==> src/rtl/mul_pkg.sv <==
// Shared types and constants for the MUL command scheduler.
// Compute-word field offsets are the single source for hazard decode.
package mul_pkg;

  localparam int ROW_NUM = 16;
  localparam int ADDR_W  = 6;
  localparam int DATA_W  = 16;
  localparam int CMP_W   = 25;

  localparam int CMP_SPEC_BIT = 24;
  localparam int CMP_MODE_LSB = 21;
  localparam int CMP_LEN_LSB  = 18;
  localparam int CMP_RS1_LSB  = 12;
  localparam int CMP_RS2_LSB  = 6;
  localparam int CMP_RD_LSB   = 0;

  typedef enum logic [1:0] {
    CMD_LOAD    = 2'b00,
    CMD_STORE   = 2'b01,
    CMD_COMPUTE = 2'b10,
    CMD_RSVD    = 2'b11
  } cmd_type_e;

  typedef enum logic {
    IDLE     = 1'b0,
    CMP_WAIT = 1'b1
  } sched_state_e;

  typedef struct packed {
    cmd_type_e         kind;
    logic [ADDR_W-1:0] addr;
    logic [DATA_W-1:0] wdata;
    logic [CMP_W-1:0]  compute;
  } cmd_t;

  // True when a row address collides with any operand of a compute word.
  function automatic logic addr_hazard(
    input logic [ADDR_W-1:0] a,
    input logic [CMP_W-1:0]  w
  );
    return (a == w[CMP_RS1_LSB +: ADDR_W]) ||
           (a == w[CMP_RS2_LSB +: ADDR_W]) ||
           (a == w[CMP_RD_LSB  +: ADDR_W]);
  endfunction

endpackage

==> src/rtl/mul_cmd_scheduler_if.sv <==
// Host command channel: valid/ready handshake plus command payload.
// The host is the master; the scheduler is the slave.
interface mul_cmd_scheduler_if;
  import mul_pkg::*;

  logic              cmd_valid;
  logic              cmd_ready;
  logic [1:0]        cmd_type;
  logic [ADDR_W-1:0] cmd_addr;
  logic [DATA_W-1:0] cmd_wdata;
  logic [CMP_W-1:0]  cmd_compute;

  modport master (
    output cmd_valid,
    output cmd_type,
    output cmd_addr,
    output cmd_wdata,
    output cmd_compute,
    input  cmd_ready
  );

  modport slave (
    input  cmd_valid,
    input  cmd_type,
    input  cmd_addr,
    input  cmd_wdata,
    input  cmd_compute,
    output cmd_ready
  );

endinterface

==> src/rtl/mul_cmd_fifo.sv <==
// Parameterised synchronous FIFO, first-word fall-through read port.
// Pointers carry one wrap bit so full/empty need no separate counter.
module mul_cmd_fifo #(
  parameter int WIDTH = 8,
  parameter int DEPTH = 4
) (
  input  logic             clk,
  input  logic             rst,
  input  logic             push,
  input  logic [WIDTH-1:0] wdata,
  input  logic             pop,
  output logic [WIDTH-1:0] rdata,
  output logic             full,
  output logic             empty
);

  localparam int AW = $clog2(DEPTH);

  logic [WIDTH-1:0] mem [DEPTH];
  logic [AW:0]      wptr;
  logic [AW:0]      rptr;
  logic             do_push;
  logic             do_pop;

  assign empty   = (wptr == rptr);
  assign full    = (wptr[AW] != rptr[AW]) &&
                   (wptr[AW-1:0] == rptr[AW-1:0]);
  assign rdata   = mem[rptr[AW-1:0]];
  assign do_push = push & ~full;
  assign do_pop  = pop & ~empty;

  always_ff @(posedge clk or posedge rst) begin
    if (rst) begin
      wptr <= '0;
      rptr <= '0;
    end else begin
      if (do_push) wptr <= wptr + 1'b1;
      if (do_pop)  rptr <= rptr + 1'b1;
    end
  end

  always_ff @(posedge clk) begin
    if (do_push) mem[wptr[AW-1:0]] <= wdata;
  end

endmodule

==> src/rtl/mul_cmd_scheduler.sv <==
// In-order command scheduler for the MUL controller: load/store strobes,
// one pending compute with operand hazard stalls, store responses.
module mul_cmd_scheduler
  import mul_pkg::*;
#(
  parameter int FIFO_DEPTH = 4
) (
  input  logic              clk,
  input  logic              rst,
  mul_cmd_scheduler_if.slave cmd,
  output logic              rsp_valid,
  output logic [ADDR_W-1:0] rsp_addr,
  output logic [DATA_W-1:0] rsp_data,
  output logic              ExLdSt_valid,
  output logic [ADDR_W:0]   ExLdSt_command,
  output logic [DATA_W-1:0] ExLdSt_wdata,
  input  logic [DATA_W-1:0] ExLdSt_rdata,
  output logic              Compute_valid,
  input  logic              Compute_ready,
  output logic [CMP_W-1:0]  Compute_command,
  output logic              busy
);

  localparam int ENTRY_W = $bits(cmd_t);

  cmd_t               in_cmd;
  cmd_t               head;
  logic [ENTRY_W-1:0] head_bits;
  logic               full;
  logic               empty;
  logic               push;
  logic               pop;

  sched_state_e       state;
  sched_state_e       state_nxt;
  logic [CMP_W-1:0]   pend;
  logic               pend_load;
  logic               ldst_issue;
  logic               cmp_done;
  logic               head_ldst;
  logic               head_cmp;
  logic               head_rsvd;
  logic               is_load;
  logic               is_store;

  assign in_cmd = '{
    kind:    cmd_type_e'(cmd.cmd_type),
    addr:    cmd.cmd_addr,
    wdata:   cmd.cmd_wdata,
    compute: cmd.cmd_compute
  };

  // Full refuses new work even if the head pops this cycle.
  assign cmd.cmd_ready = ~full & ~rst;
  assign push          = cmd.cmd_valid & cmd.cmd_ready;

  mul_cmd_fifo #(
    .WIDTH (ENTRY_W),
    .DEPTH (FIFO_DEPTH)
  ) u_fifo (
    .clk   (clk),
    .rst   (rst),
    .push  (push),
    .wdata (in_cmd),
    .pop   (pop),
    .rdata (head_bits),
    .full  (full),
    .empty (empty)
  );

  assign head      = cmd_t'(head_bits);
  assign is_load   = (head.kind == CMD_LOAD);
  assign is_store  = (head.kind == CMD_STORE);
  assign head_ldst = ~empty & (is_load | is_store);
  assign head_cmp  = ~empty & (head.kind == CMD_COMPUTE);
  assign head_rsvd = ~empty & (head.kind == CMD_RSVD);
  assign cmp_done  = (state == CMP_WAIT) & Compute_ready;

  always_ff @(posedge clk or posedge rst) begin
    if (rst) state <= IDLE;
    else     state <= state_nxt;
  end

  always_comb begin
    state_nxt  = state;
    pop        = 1'b0;
    ldst_issue = 1'b0;
    pend_load  = 1'b0;
    unique case (1'b1)
      head_ldst: begin
        if (state == IDLE || !addr_hazard(head.addr, pend)) begin
          ldst_issue = 1'b1;
          pop        = 1'b1;
        end
      end
      head_cmp: begin
        // A completing handshake frees the slot in the same cycle.
        if (state == IDLE || cmp_done) begin
          pend_load = 1'b1;
          pop       = 1'b1;
        end
      end
      head_rsvd: pop = 1'b1;
      default: ;
    endcase
    if (pend_load)     state_nxt = CMP_WAIT;
    else if (cmp_done) state_nxt = IDLE;
  end

  always_ff @(posedge clk or posedge rst) begin
    if (rst) begin
      pend      <= '0;
      rsp_valid <= 1'b0;
      rsp_addr  <= '0;
      rsp_data  <= '0;
    end else begin
      if (pend_load) pend <= head.compute;
      rsp_valid <= ldst_issue & is_store;
      if (ldst_issue && is_store) begin
        rsp_addr <= head.addr;
        rsp_data <= ExLdSt_rdata;
      end
    end
  end

  assign ExLdSt_valid    = ldst_issue;
  assign ExLdSt_command  = ldst_issue ? {is_load, head.addr} : '0;
  assign ExLdSt_wdata    = (ldst_issue && is_load) ? head.wdata : '0;
  assign Compute_valid   = (state == CMP_WAIT);
  assign Compute_command = pend;
  assign busy            = ~empty | (state == CMP_WAIT) | rsp_valid;

endmodule
==> src/flat_wrapper.sv <==
// flat-port wrapper written by rule: the top's interface ports become plain ports
module mul_cmd_scheduler_flat import mul_pkg::*;
#(
  parameter int FIFO_DEPTH = 4
)
  (clk, rst, rsp_valid, rsp_addr, rsp_data, ExLdSt_valid, ExLdSt_command, ExLdSt_wdata, ExLdSt_rdata, Compute_valid, Compute_ready, Compute_command, busy, cmd_cmd_valid, cmd_cmd_type, cmd_cmd_addr, cmd_cmd_wdata, cmd_cmd_compute, cmd_cmd_ready);
  mul_cmd_scheduler_if cmd_i ();
  input  logic clk;
  input  logic rst;
  output logic rsp_valid;
  output logic [ADDR_W-1:0] rsp_addr;
  output logic [DATA_W-1:0] rsp_data;
  output logic ExLdSt_valid;
  output logic [ADDR_W:0] ExLdSt_command;
  output logic [DATA_W-1:0] ExLdSt_wdata;
  input  logic [DATA_W-1:0] ExLdSt_rdata;
  output logic Compute_valid;
  input  logic Compute_ready;
  output logic [CMP_W-1:0] Compute_command;
  output logic busy;
  input wire logic [$bits(cmd_i.cmd_valid)-1:0] cmd_cmd_valid;
  input wire logic [$bits(cmd_i.cmd_type)-1:0] cmd_cmd_type;
  input wire logic [$bits(cmd_i.cmd_addr)-1:0] cmd_cmd_addr;
  input wire logic [$bits(cmd_i.cmd_wdata)-1:0] cmd_cmd_wdata;
  input wire logic [$bits(cmd_i.cmd_compute)-1:0] cmd_cmd_compute;
  output wire logic [$bits(cmd_i.cmd_ready)-1:0] cmd_cmd_ready;
  assign cmd_i.cmd_valid = cmd_cmd_valid;
  assign cmd_i.cmd_type = cmd_cmd_type;
  assign cmd_i.cmd_addr = cmd_cmd_addr;
  assign cmd_i.cmd_wdata = cmd_cmd_wdata;
  assign cmd_i.cmd_compute = cmd_cmd_compute;
  assign cmd_cmd_ready = cmd_i.cmd_ready;
  mul_cmd_scheduler #(.FIFO_DEPTH(FIFO_DEPTH)) u_core (.clk(clk), .rst(rst), .cmd(cmd_i), .rsp_valid(rsp_valid), .rsp_addr(rsp_addr), .rsp_data(rsp_data), .ExLdSt_valid(ExLdSt_valid), .ExLdSt_command(ExLdSt_command), .ExLdSt_wdata(ExLdSt_wdata), .ExLdSt_rdata(ExLdSt_rdata), .Compute_valid(Compute_valid), .Compute_ready(Compute_ready), .Compute_command(Compute_command), .busy(busy));
endmodule
==> config.mk <==
export PLATFORM = sky130hd
export DESIGN_NAME = mul_cmd_scheduler_flat
export DESIGN_NICKNAME = d
export VERILOG_FILES = /design/src/rtl/mul_pkg.sv /design/src/rtl/mul_cmd_scheduler_if.sv /design/src/rtl/mul_cmd_fifo.sv /design/src/rtl/mul_cmd_scheduler.sv /design/src/flat_wrapper.sv
export SDC_FILE = /design/constraint.sdc
export NUM_CORES = 1
export LEC_CHECK = 0
export BUFFER_PORTS_ARGS = -buffer_cell sky130_fd_sc_hd__clkbuf_2
export CAP_MARGIN = 10
export CELL_PAD_IN_SITES_DETAIL_PLACEMENT = 0
export CELL_PAD_IN_SITES_GLOBAL_PLACEMENT = 1
export CORE_MARGIN = 2
export CORE_UTILIZATION = 30
export CTS_CLUSTER_DIAMETER = 120
export CTS_CLUSTER_SIZE = 25
export DETAILED_ROUTE_END_ITERATION = 10
export PLACE_DENSITY = 0.57
export SETUP_SLACK_MARGIN = 0.3
export SYNTH_ARGS = -nofsm -noshare
export SYNTH_HDL_FRONTEND = slang
export SYNTH_SLANG_ARGS = --single-unit
==> constraint.sdc <==
create_clock -name clk -period 4.4 [get_ports clk]
set_input_delay 0.88 -clock clk [delete_from_list [all_inputs] [get_ports clk]]
set_output_delay 0.88 -clock clk [all_outputs]
set_load 0.05 [all_outputs]
==> flow_metrics.env, run 1 <==
export IMPL_slowest_stage="dfrtp_4"
export IMPL_routed_top_layer="met5"
export IMPL_final_setup_viol_count=0
export IMPL_path_common_cell="buf_4"
export IMPL_first_pass_iters=4
export IMPL_dp_hpwl_mm=13.8
export IMPL_cts_max_level=1
export IMPL_ys_async_sr_fraction_pct=21.9
export IMPL_fillers=3005
export IMPL_holdWs_ns=0.498
export IMPL_ys_seq_area_share_pct=74.9
export IMPL_ys_top_cells_by_area="edfxtp_1 61%, dfrtp_1 14%, mux4_2 11%"
export IMPL_rsz0062_at_grt="no"
export IMPL_yosysUniqueCellTypes=37
export IMPL_synth_seq_cells=251
export IMPL_critPathMaxStageDelay_ns=0.51
export IMPL_ys_flop_type="edfxtp_1"
export IMPL_area_delta_synth_final_pct=19.3
export IMPL_gp_congestion=0.701
export IMPL_num_rows=65
export IMPL_slew_headroom_pct=43.0
export IMPL_worstSkewPairLatency_ns=0.49
export IMPL_synth_edf_count=196
export IMPL_start_kind="register"
export IMPL_nets=704
export IMPL_met1_length_mm=9.00
export IMPL_syn_nets=539
export IMPL_syn_area_um2=9700
export IMPL_cts_buffers=14
export IMPL_max_cap_violations=0
export IMPL_routed_via_count=4859
export IMPL_synth_commonest_cells="196 x edfxtp_1, 55 x dfrtp_1, 48 x mux4_2, 30 x mux2_2, 20 x nor2b_1"
export IMPL_initial_core_util_pct=30.6
export IMPL_setup_tns_ns=0
export IMPL_synth_most_common_cell="edfxtp_1"
export IMPL_cts_buffer_depth=3
export IMPL_wl_met2_mm=11.1
export IMPL_wire_per_inst_um=20.8
export IMPL_drt_initial_drc_count=199
export IMPL_min_period_ns=3.95
export IMPL_slew_violations=0
export IMPL_required_ns=3.52
export IMPL_die_area_um2=33800
export IMPL_cts_sinks=251
export IMPL_endpoint_kind="primary output"
export IMPL_grt_pass1_wl_mm=32.2
export IMPL_min_period_over_period_pct=89.8
export IMPL_detail_route_antenna_nets=0
export IMPL_synth_top_area_share_pct=60.7
export IMPL_cts_tree="done"
export IMPL_yosys_warnings=0
export IMPL_grt_max_degree=39
export IMPL_wl_mm=21.6
export IMPL_path_clk_slew_ns=0.10
export IMPL_max_vdd_ir_drop_v=0.000333
export IMPL_worstHoldPathType="reg2reg"
export IMPL_crit_type="reg2out"
export IMPL_io_pins=144
export IMPL_grt_usage_pct=12.8
export IMPL_overflow=0
export IMPL_avgViaCountPerCell=4.67
export IMPL_synth_top_area_cell="edfxtp_1"
export IMPL_antenna_found_initial=1
export IMPL_syn_inst=465
export IMPL_tightest_slew_ns=0.856
export IMPL_p_leak_nw=4.21
export IMPL_dieWidth_um=184
export IMPL_drc=0
export IMPL_die_y_um=184
export IMPL_core_um2=31700
export IMPL_dr_wl_met3_mm=1.10
export IMPL_hold_viol=0
export IMPL_cts_root_buf="clkbuf_16"
export IMPL_diodes=0
export IMPL_powerDensity_nw_per_um2=774
export IMPL_fin_skew_ns=0.0181
export IMPL_syn_avg_cell_area_um2=20.9
export IMPL_critPathArrivalTime_ns=3.07
export IMPL_max_freq_mhz=253
export IMPL_drive_gt1_share_pct=44.0
export IMPL_path_cells="buf_12, buf_4, mux4_2, xor2_1, nor3_2, a211oi_4, o21ai_1, buf_4, nor2b_1, clkbuf_4"
export IMPL_status="complete, no violations"
export IMPL_placement_io_buffers=143
export IMPL_crit_fanout=7
export IMPL_grt_pass1_vias=5205
export IMPL_holdBufCountCts=0
## worst paths after layout
check / from / depth (start not counted) / endpoint / slack, ns
hold reg to reg: u_core.rsp_data[9] / 1 / u_core.rsp_data[9] / 0.50
min in group asynchronous: rst / 2 / u_core.u_fifo.wptr[2] / 0.54
max in group asynchronous: rst / 3 / u_core.rsp_data[12] / 3.01
setup / recovery: u_core.u_fifo.rptr[0] / 10 / ExLdSt_command[0] / 0.45
hold / removal: u_core.rsp_data[9] / 1 / u_core.rsp_data[9] / 0.50
setup reg to reg: u_core.u_fifo.rptr[0] / 9 / u_core.rsp_data[3] / 1.14
## layer usage
| metal | global-route usage [%] | up-vias |
|---|---|---|
| met5 | 0 | - |
| met4 | 2.98 | 2 |
| met3 | 2.65 | 24 |
| met2 | 23.1 | 116 |
| met1 | 15.7 | 2566 |
| li1 | - | 2151 |
## cell type report
cell class,instances,area [um^2],share of cell area [%]
sequential,251,7270,62.8
multi-input combinational,185,2360,20.4
timing repair buffer,166,965,8.34
tap,402,503,4.35
clock buffer,22,402,3.47
inverter,12,45.0,0.389
clock inverter,2,27.5,0.238
## placed cells by master, fill, tap and decap left out, types with 2 or more instances in the layout
cell         n
nor2_1       4
nand2_1      5
clkbuf_16   15
mux2_2      30
inv_1       11
dfrtp_4      2
o21a_1       2
xnor2_2      2
and3_2       4
dfrtp_1     53
clkbuf_1     7
mux2_1      19
buf_4       17
nand4_1      2
clkbuf_2   123
o21ai_0      5
nor2b_1     19
ha_1         5
buf_12       5
xnor2_1      8
buf_2       16
xor2_1      12
nor3_2       2
clkbuf_4     4
mux4_2      48
xor2_2       2
edfxtp_1   196
## power breakdown
part	leakage (nW)	switching (mW)	internal (mW)
logic	1.58	2.68	1.46
registers	2.43	0.330	3.07
clock network	0.206	0.764	0.653
## flip-flops by register name, indices dropped and copies added, names as in the netlist
| signal | count |
|---|---|
| u_core.u_fifo.mem | 196 |
| u_core.Compute_command | 25 |
| u_core.rsp_data | 16 |
| u_core.rsp_addr | 6 |
| u_core.u_fifo.rptr | 3 |
| u_core.u_fifo.wptr | 3 |
| u_core.Compute_valid | 1 |
| u_core.rsp_valid | 1 |
## worst max-delay path, delay by kind of cell, from the launching register on
kind	cells	cell delay (ns)
AOI/OAI and AO/OA	2	0.37
buffers and inverters	4	0.74
and+or+nand+nor	2	0.29
DFF	1	0.51
xor gates and xnor gates	1	0.19
muxes	1	0.49
## cell families (layout without fill, tap and decap cells)
family / after synthesis / count (layout) / synth area share [%]
muxes: 98 / 98 / 16.9
xor gates and xnor gates: 24 / 24 / 2.17
DFF: 251 / 251 / 74.9
adders and majority gates: 5 / 5 / 0.645
buffers and inverters: 29 / 202 / 1.37
and+or+nand+nor: 41 / 41 / 2.58
AOI/OAI and AO/OA: 17 / 17 / 1.44
## per-stage QoR
step / cell area, um^2 / std cells / worst slack, ns / power, mW / utilization, %
global route: 11600 / 1040 / 0.310 / 9.43 / 36.5
CTS: 11500 / 1034 / 0.300 / 9.00 / 36.1
detailed placement: 11000 / 1006 / 0.592 / 7.50 / 34.6
global placement: 11000 / 1006 / 0.601 / 7.45 / 34.6
finish: 11600 / 1040 / 0.447 / 8.96 / 36.5
floorplan: 9700 / 465 / 0.620 / 6.42 / -
## repair_timing
item                       4_1_cts  5_1_grt
resized for setup                5       29
setup endpoints to repair       24       24
buffers inserted                 4        6
pin swaps                        1        1
No activity file was read; power rests on OpenSTA's default activity.
==> run 2: changes to the inputs <==
--- a/config.mk
+++ b/config.mk
@@ -9,8 +9,10 @@
 export CAP_MARGIN = 10
 export CELL_PAD_IN_SITES_DETAIL_PLACEMENT = 0
 export CELL_PAD_IN_SITES_GLOBAL_PLACEMENT = 1
+export CORE_ASPECT_RATIO = 0.7
 export CORE_MARGIN = 2
 export CORE_UTILIZATION = 30
+export CTS_BUF_LIST = sky130_fd_sc_hd__clkbuf_4 sky130_fd_sc_hd__clkbuf_8 sky130_fd_sc_hd__clkbuf_16
 export CTS_CLUSTER_DIAMETER = 120
 export CTS_CLUSTER_SIZE = 25
 export DETAILED_ROUTE_END_ITERATION = 10
==> run 2 against run 1 <==
Net effect:
- sequential share of layout area down 0.44 points
- critical endpoint is now ExLdSt_wdata[5]
- wire length up 5.1%
- worst hold slack better by 0.00058 ns
==> flow_metrics.env, run 2 (synthesized netlist as in run 1, its figures left out) <==
export IMPL_r2r_end="u_core.rsp_data[2]"
export IMPL_endpoint_kind="primary output"
export IMPL_io_pins=144
export IMPL_detail_route_antenna_nets=0
export IMPL_drt_initial_drc_count=290
export IMPL_path_common_cell="buf_12"
export IMPL_placedCellCount=1027
export IMPL_grt_usage_pct=13.6
export IMPL_path_cells="buf_12, mux4_2, xor2_1, nor4_4, a211oi_4, o211ai_4, buf_12, nor2b_1, buf_2"
export IMPL_num_rows=55
export IMPL_finalNonFillerCells=1061
export IMPL_max_cap_violations=0
export IMPL_status="complete, no violations"
export IMPL_drc=0
export IMPL_cts_buffer_depth=3
export IMPL_slowest_stage="mux4_2"
export IMPL_reg2reg_slack_ns=1.15
export IMPL_worstHoldPathType="reg2reg"
export IMPL_required_ns=3.52
export IMPL_crit_path_start="u_core.u_fifo.rptr[0]"
export IMPL_crit_end="ExLdSt_wdata[5]"
export IMPL_critPathMaxStageDelay_ns=0.51
export IMPL_max_vdd_ir_drop_v=0.000404
export IMPL_hold_viol=0
export IMPL_worst_path_buf_inv=3
export IMPL_cp_top_family="buffers and inverters"
export IMPL_rsz0062_at_grt="yes"
export IMPL_cp_depth=9
export IMPL_cts_tree="done"
export IMPL_holdBufCountCts=0
export IMPL_grt_pass1_vias=5406
export IMPL_min_period_over_period_pct=90.3
export IMPL_nets=699
export IMPL_cts_sinks=251
export IMPL_wire_per_inst_um=21.4
export IMPL_setup_tns_ns=0
export IMPL_largest_register_ffs=196
export IMPL_critPathArrivalTime_ns=3.09
export IMPL_fin_ws_ns=0.427
export IMPL_area_delta_synth_final_pct=20.1
export IMPL_final_common_cell="edfxtp_1"
export IMPL_min_period_ns=3.97
export IMPL_gp_congestion=0.749
export IMPL_start_kind="register"
export IMPL_placement_io_buffers=143
export IMPL_max_freq_mhz=252
export IMPL_crit_fanout=17
export IMPL_p_leak_nw=4.21
export IMPL_core_um2=32100
export IMPL_dp_hpwl_mm=14.5
export IMPL_finalInstanceArea_um2=11600
export IMPL_grt_pass1_wl_mm=33.9
export IMPL_cts_buffers=14
export IMPL_drive_gt1_share_pct=44.5
export IMPL_cts_max_level=1
export IMPL_dpl_cell_area_um2=11000
export IMPL_die_y_um=154
export IMPL_initial_core_util_pct=30.2
export IMPL_final_setup_viol_count=0
export IMPL_r2r_start="u_core.u_fifo.rptr[0]"
export IMPL_grt_max_degree=46
export IMPL_rr_worst_depth=8
export IMPL_first_pass_iters=4
export IMPL_routed_via_count=4912
export IMPL_fin_skew_ns=0.0295
export IMPL_overflow=0
export IMPL_slew_violations=0
export IMPL_dieWidth_um=219
export IMPL_worstSkewPairLatency_ns=0.50
export IMPL_die_area_um2=33800
export IMPL_tightest_slew_ns=0.881
export IMPL_cts_root_buf="clkbuf_16"
export IMPL_final_cell_mix="196 x edfxtp_1, 132 x clkbuf_2, 53 x dfrtp_1"
export IMPL_path_clk_slew_ns=0.10
export IMPL_antenna_found_initial=2
export IMPL_wl_mm=22.7
export IMPL_slew_headroom_pct=41.0
export IMPL_powerDensity_nw_per_um2=779
export IMPL_crit_type="reg2out"
export IMPL_hold_path_depth=1
export IMPL_avgViaCountPerCell=4.63
export IMPL_dp_slack_ns=0.179
[run 2: cell count changes in the layout (fill, tap and decap cells not counted), moves of 2 or more]
| cell | change |
|---|---|
| buf_12 | +3 |
| buf_2 | -11 |
| buf_4 | -8 |
| clkbuf_1 | -7 |
| clkbuf_2 | +9 |
| clkbuf_4 | +8 |
| xnor2_1 | +2 |
| xnor2_2 | -2 |
[run 2: how the worst min path moves through the flow]
| stage | start | endpoint |
|---|---|---|
| after floorplan | u_core.u_fifo.wptr[2] | u_core.u_fifo.wptr[2] |
| after global placement | u_core.rsp_data[1] | u_core.rsp_data[1] |
| after detailed placement | u_core.rsp_data[1] | u_core.rsp_data[1] |
| after CTS | u_core.u_fifo.wptr[2] | u_core.u_fifo.wptr[2] |
| after global routing | u_core.u_fifo.wptr[2] | u_core.u_fifo.wptr[2] |
| final | u_core.u_fifo.wptr[2] | u_core.u_fifo.wptr[2] |
[run 2: repair_timing]
action	4_1_cts	5_1_grt
hold endpoints to repair	0	0
pin swaps	2	1
resized for setup	8	19
setup buffers	6	3
endpoints found under the setup margin	24	21
[run 2: area by class of cell]
type                    instances  area (um^2)
inverters                      12         45.0
flip-flops and latches        251         7270
diodes                          1         2.50
well taps                     427          534
clock inverters                 2         27.5
repair buffers                161          980
fillers                      3080        20400
multi-input cells             185         2360
clock buffers                  22          428
[run 2: per-stage QoR]
step | total power, mW | utilization, % | hold WS (ns)
4_1_cts | 9.13 | 36.1 | 0.502
5_1_grt | 9.53 | 36.3 | 0.531
2_1_floorplan | 6.42 | - | 0.461
6_report | 9.08 | 36.3 | 0.498
3_5_place_dp | 7.55 | 34.4 | 0.481
3_3_place_gp | 7.50 | 34.4 | 0.472
[run 2: metal layers]
layer / routed length (um) / vias to the layer above / global-route usage, %
li1: - / 2142 / -
met1: 10400 / 2628 / 19.0
met2: 10600 / 118 / 21.9
met3: 1290 / 24 / 3.01
met4: 369 / 0 / 2.73
met5: 0 / - / 0
[run 2: report_power, final]
group / switching (mW) / internal, mW
Sequential: 0.354 / 3.06
Combinational: 2.72 / 1.47
Clock: 0.770 / 0.695
==> run 3: changes to the inputs <==
--- a/config.mk
+++ b/config.mk
@@ -17,6 +17,7 @@
 export CTS_CLUSTER_SIZE = 25
 export DETAILED_ROUTE_END_ITERATION = 10
 export PLACE_DENSITY = 0.57
+export RECOVER_POWER = 50
 export SETUP_SLACK_MARGIN = 0.3
 export SYNTH_ARGS = -nofsm -noshare
 export SYNTH_HDL_FRONTEND = slang
==> run 3 against run 2 <==
Net effect:
- non-clock buffer count is the same
- final area shrank 0.95%
- flip-flop and latch count is the same
- maximum frequency grew 0.15%
- worst hold slack is essentially flat
- die area is the same
- clock power is essentially flat
- cell count is essentially flat
- clock skew shrank 0.0028 ns
- total power shrank 0.55%
- count of clock-buffer cells in the layout is the same
- critical path depth is the same
- the flow now finishes with violations (capacitance limit, slew limit)
==> flow_metrics.env, run 3 (synthesized netlist as in run 1, its figures left out) <==
export IMPL_status="finished with violations"
export IMPL_violations="capacitance limit, slew limit"
export IMPL_critPathMaxStageDelay_ns=0.51
export IMPL_internal_power_mw=5.18
export IMPL_setup_tns_ns=0
export IMPL_p_leak_nw=3.95
export IMPL_placement_io_buffers=143
export IMPL_min_period_over_period_pct=90.2
export IMPL_max_freq_mhz=252
export IMPL_grt_pass1_wl_mm=33.9
export IMPL_placedCellCount=1027
export IMPL_wire_per_inst_um=21.5
export IMPL_max_cap_violations=1
export IMPL_path_cells="buf_12, mux4_2, xor2_1, nor4_4, a211oi_4, o211ai_4, buf_12, nor2b_1, buf_2"
export IMPL_initial_core_util_pct=30.2
export IMPL_multi_input_area_um2=2360
export IMPL_slowest_stage="mux4_2"
export IMPL_powerDensity_nw_per_um2=782
export IMPL_avgViaCountPerCell=4.62
export IMPL_io_pins=144
export IMPL_worstHoldPathType="reg2reg"
export IMPL_first_pass_iters=4
export IMPL_die_y_um=154
export IMPL_routed_via_count=4907
export IMPL_cts_tree="done"
export IMPL_final_common_cell="edfxtp_1"
export IMPL_clkPwrFrac_pct=16.2
export IMPL_antenna_found_initial=2
export IMPL_fin_skew_ns=0.0267
export IMPL_final_setup_viol_count=0
export IMPL_tightest_slew_ns=1.80
export IMPL_pwr_share_seq_pct=37.9
export IMPL_final_cell_mix="196 x edfxtp_1, 88 x clkbuf_1, 53 x dfrtp_1"
export IMPL_drc=0
export IMPL_cts_buffer_depth=3
export IMPL_cts_root_buf="clkbuf_16"
export IMPL_core_um2=32100
export IMPL_holdWs_ns=0.498
export IMPL_die_area_um2=33800
export IMPL_dieWidth_um=219
export IMPL_reg2reg_slack_ns=1.15
export IMPL_largest_register_ffs=196
export IMPL_worst_path_buf_inv=3
export IMPL_cp_top_family="buffers and inverters"
export IMPL_rsz0062_at_grt="yes"
export IMPL_path_common_cell="buf_12"
export IMPL_max_vdd_ir_drop_v=0.000406
export IMPL_dp_hpwl_mm=14.5
export IMPL_switching_share_pct=42.6
export IMPL_slew_violations=26
export IMPL_grt_usage_pct=13.6
export IMPL_cts_sinks=251
export IMPL_required_ns=3.52
export IMPL_worstSkewPairLatency_ns=0.50
export IMPL_hold_viol=0
export IMPL_grt_max_degree=46
export IMPL_num_rows=55
export IMPL_totalPowerFinal_mw=9.03
export IMPL_area_delta_synth_final_pct=18.9
export IMPL_endpoint_kind="primary output"
export IMPL_pwr_share_comb_pct=45.9
export IMPL_gp_congestion=0.749
export IMPL_path_clk_slew_ns=0.10
export IMPL_crit_fanout=17
export IMPL_detail_route_antenna_nets=0
export IMPL_slew_headroom_pct=-20.1
export IMPL_cts_buffers=14
export IMPL_finalNonFillerCells=1062
export IMPL_nets=699
export IMPL_fillers=3105
export IMPL_wl_mm=22.8
export IMPL_grt_pass1_vias=5406
export IMPL_min_period_ns=3.97
export IMPL_crit_type="reg2out"
export IMPL_drive_gt1_share_pct=30.5
export IMPL_critPathArrivalTime_ns=3.09
export IMPL_p_switching_mw=3.85
export IMPL_start_kind="register"
export IMPL_overflow=0
export IMPL_cts_max_level=1
export IMPL_ff_latch_area_um2=7270
export IMPL_drt_initial_drc_count=299
==> run 3: worst reg2reg max path, cell delays in order (launching register included) <==
cell	delay (ns)
dfrtp_4	0.50
buf_12	0.15
mux4_2	0.51
xor2_1	0.20
nor4_4	0.35
a211oi_4	0.14
buf_4	0.17
o211ai_4	0.69
mux2_2	0.43
==> run 3: repair_timing <==
item / in CTS / in global routing
setup buffers: 6 / 3
setup endpoints to repair: 24 / 21
hold endpoints to repair: 0 / 0
pin swaps: 2 / 1
resized for setup: 8 / 19
hold buffers: 0 / 0
==> run 3: power groups by stage <==
stage / clock network [mW] / registers (mW) / logic (mW)
CTS: 1.52 / 3.44 / 4.17
floorplan: 0 / 4.12 / 2.30
global placement: 0 / 3.49 / 4.01
detailed placement: 0 / 3.51 / 4.03
finish: 1.46 / 3.42 / 4.15
global route: 1.59 / 3.47 / 4.42
==> run 3: worst paths after layout <==
kind | to | cells after the start | from
hold / removal | u_core.u_fifo.wptr[2] | 1 | u_core.u_fifo.wptr[2]
hold reg to reg | u_core.u_fifo.wptr[2] | 1 | u_core.u_fifo.wptr[2]
min in group asynchronous | u_core.rsp_valid | 2 | rst
setup / recovery | ExLdSt_wdata[5] | 9 | u_core.u_fifo.rptr[0]
max in group asynchronous | u_core.u_fifo.rptr[1] | 3 | rst
setup reg to reg | u_core.rsp_data[2] | 8 | u_core.u_fifo.rptr[0]
==> run 3: area by class of cell <==
cell class                 instances  area share, %
clock buffer                      22           3.71
antenna                            2         0.0434
sequential                       251           63.0
tap                              427           4.63
multi-input combinational        185           20.5
clock inverter                     2          0.239
inverter                          12          0.390
timing repair buffer             161           7.51
==> run 3: layer usage <==
| layer | global-route usage, % | wire length (um) | up-vias |
|---|---|---|---|
| li1 | - | - | 2141 |
| met1 | 19.0 | 10600 | 2637 |
| met2 | 21.9 | 10700 | 106 |
| met3 | 3.01 | 1160 | 23 |
| met4 | 2.73 | 374 | 0 |
| met5 | 0 | 0 | - |
==> run 3: stage by stage <==
stage	setup WS [ns]	area, um^2	util, %
global placement	0.357	11000	34.4
detailed placement	0.179	11000	34.4
global route	0.263	11500	36.0
finish	0.433	11500	36.0
floorplan	0.620	9700	-
CTS	0.307	11600	36.1
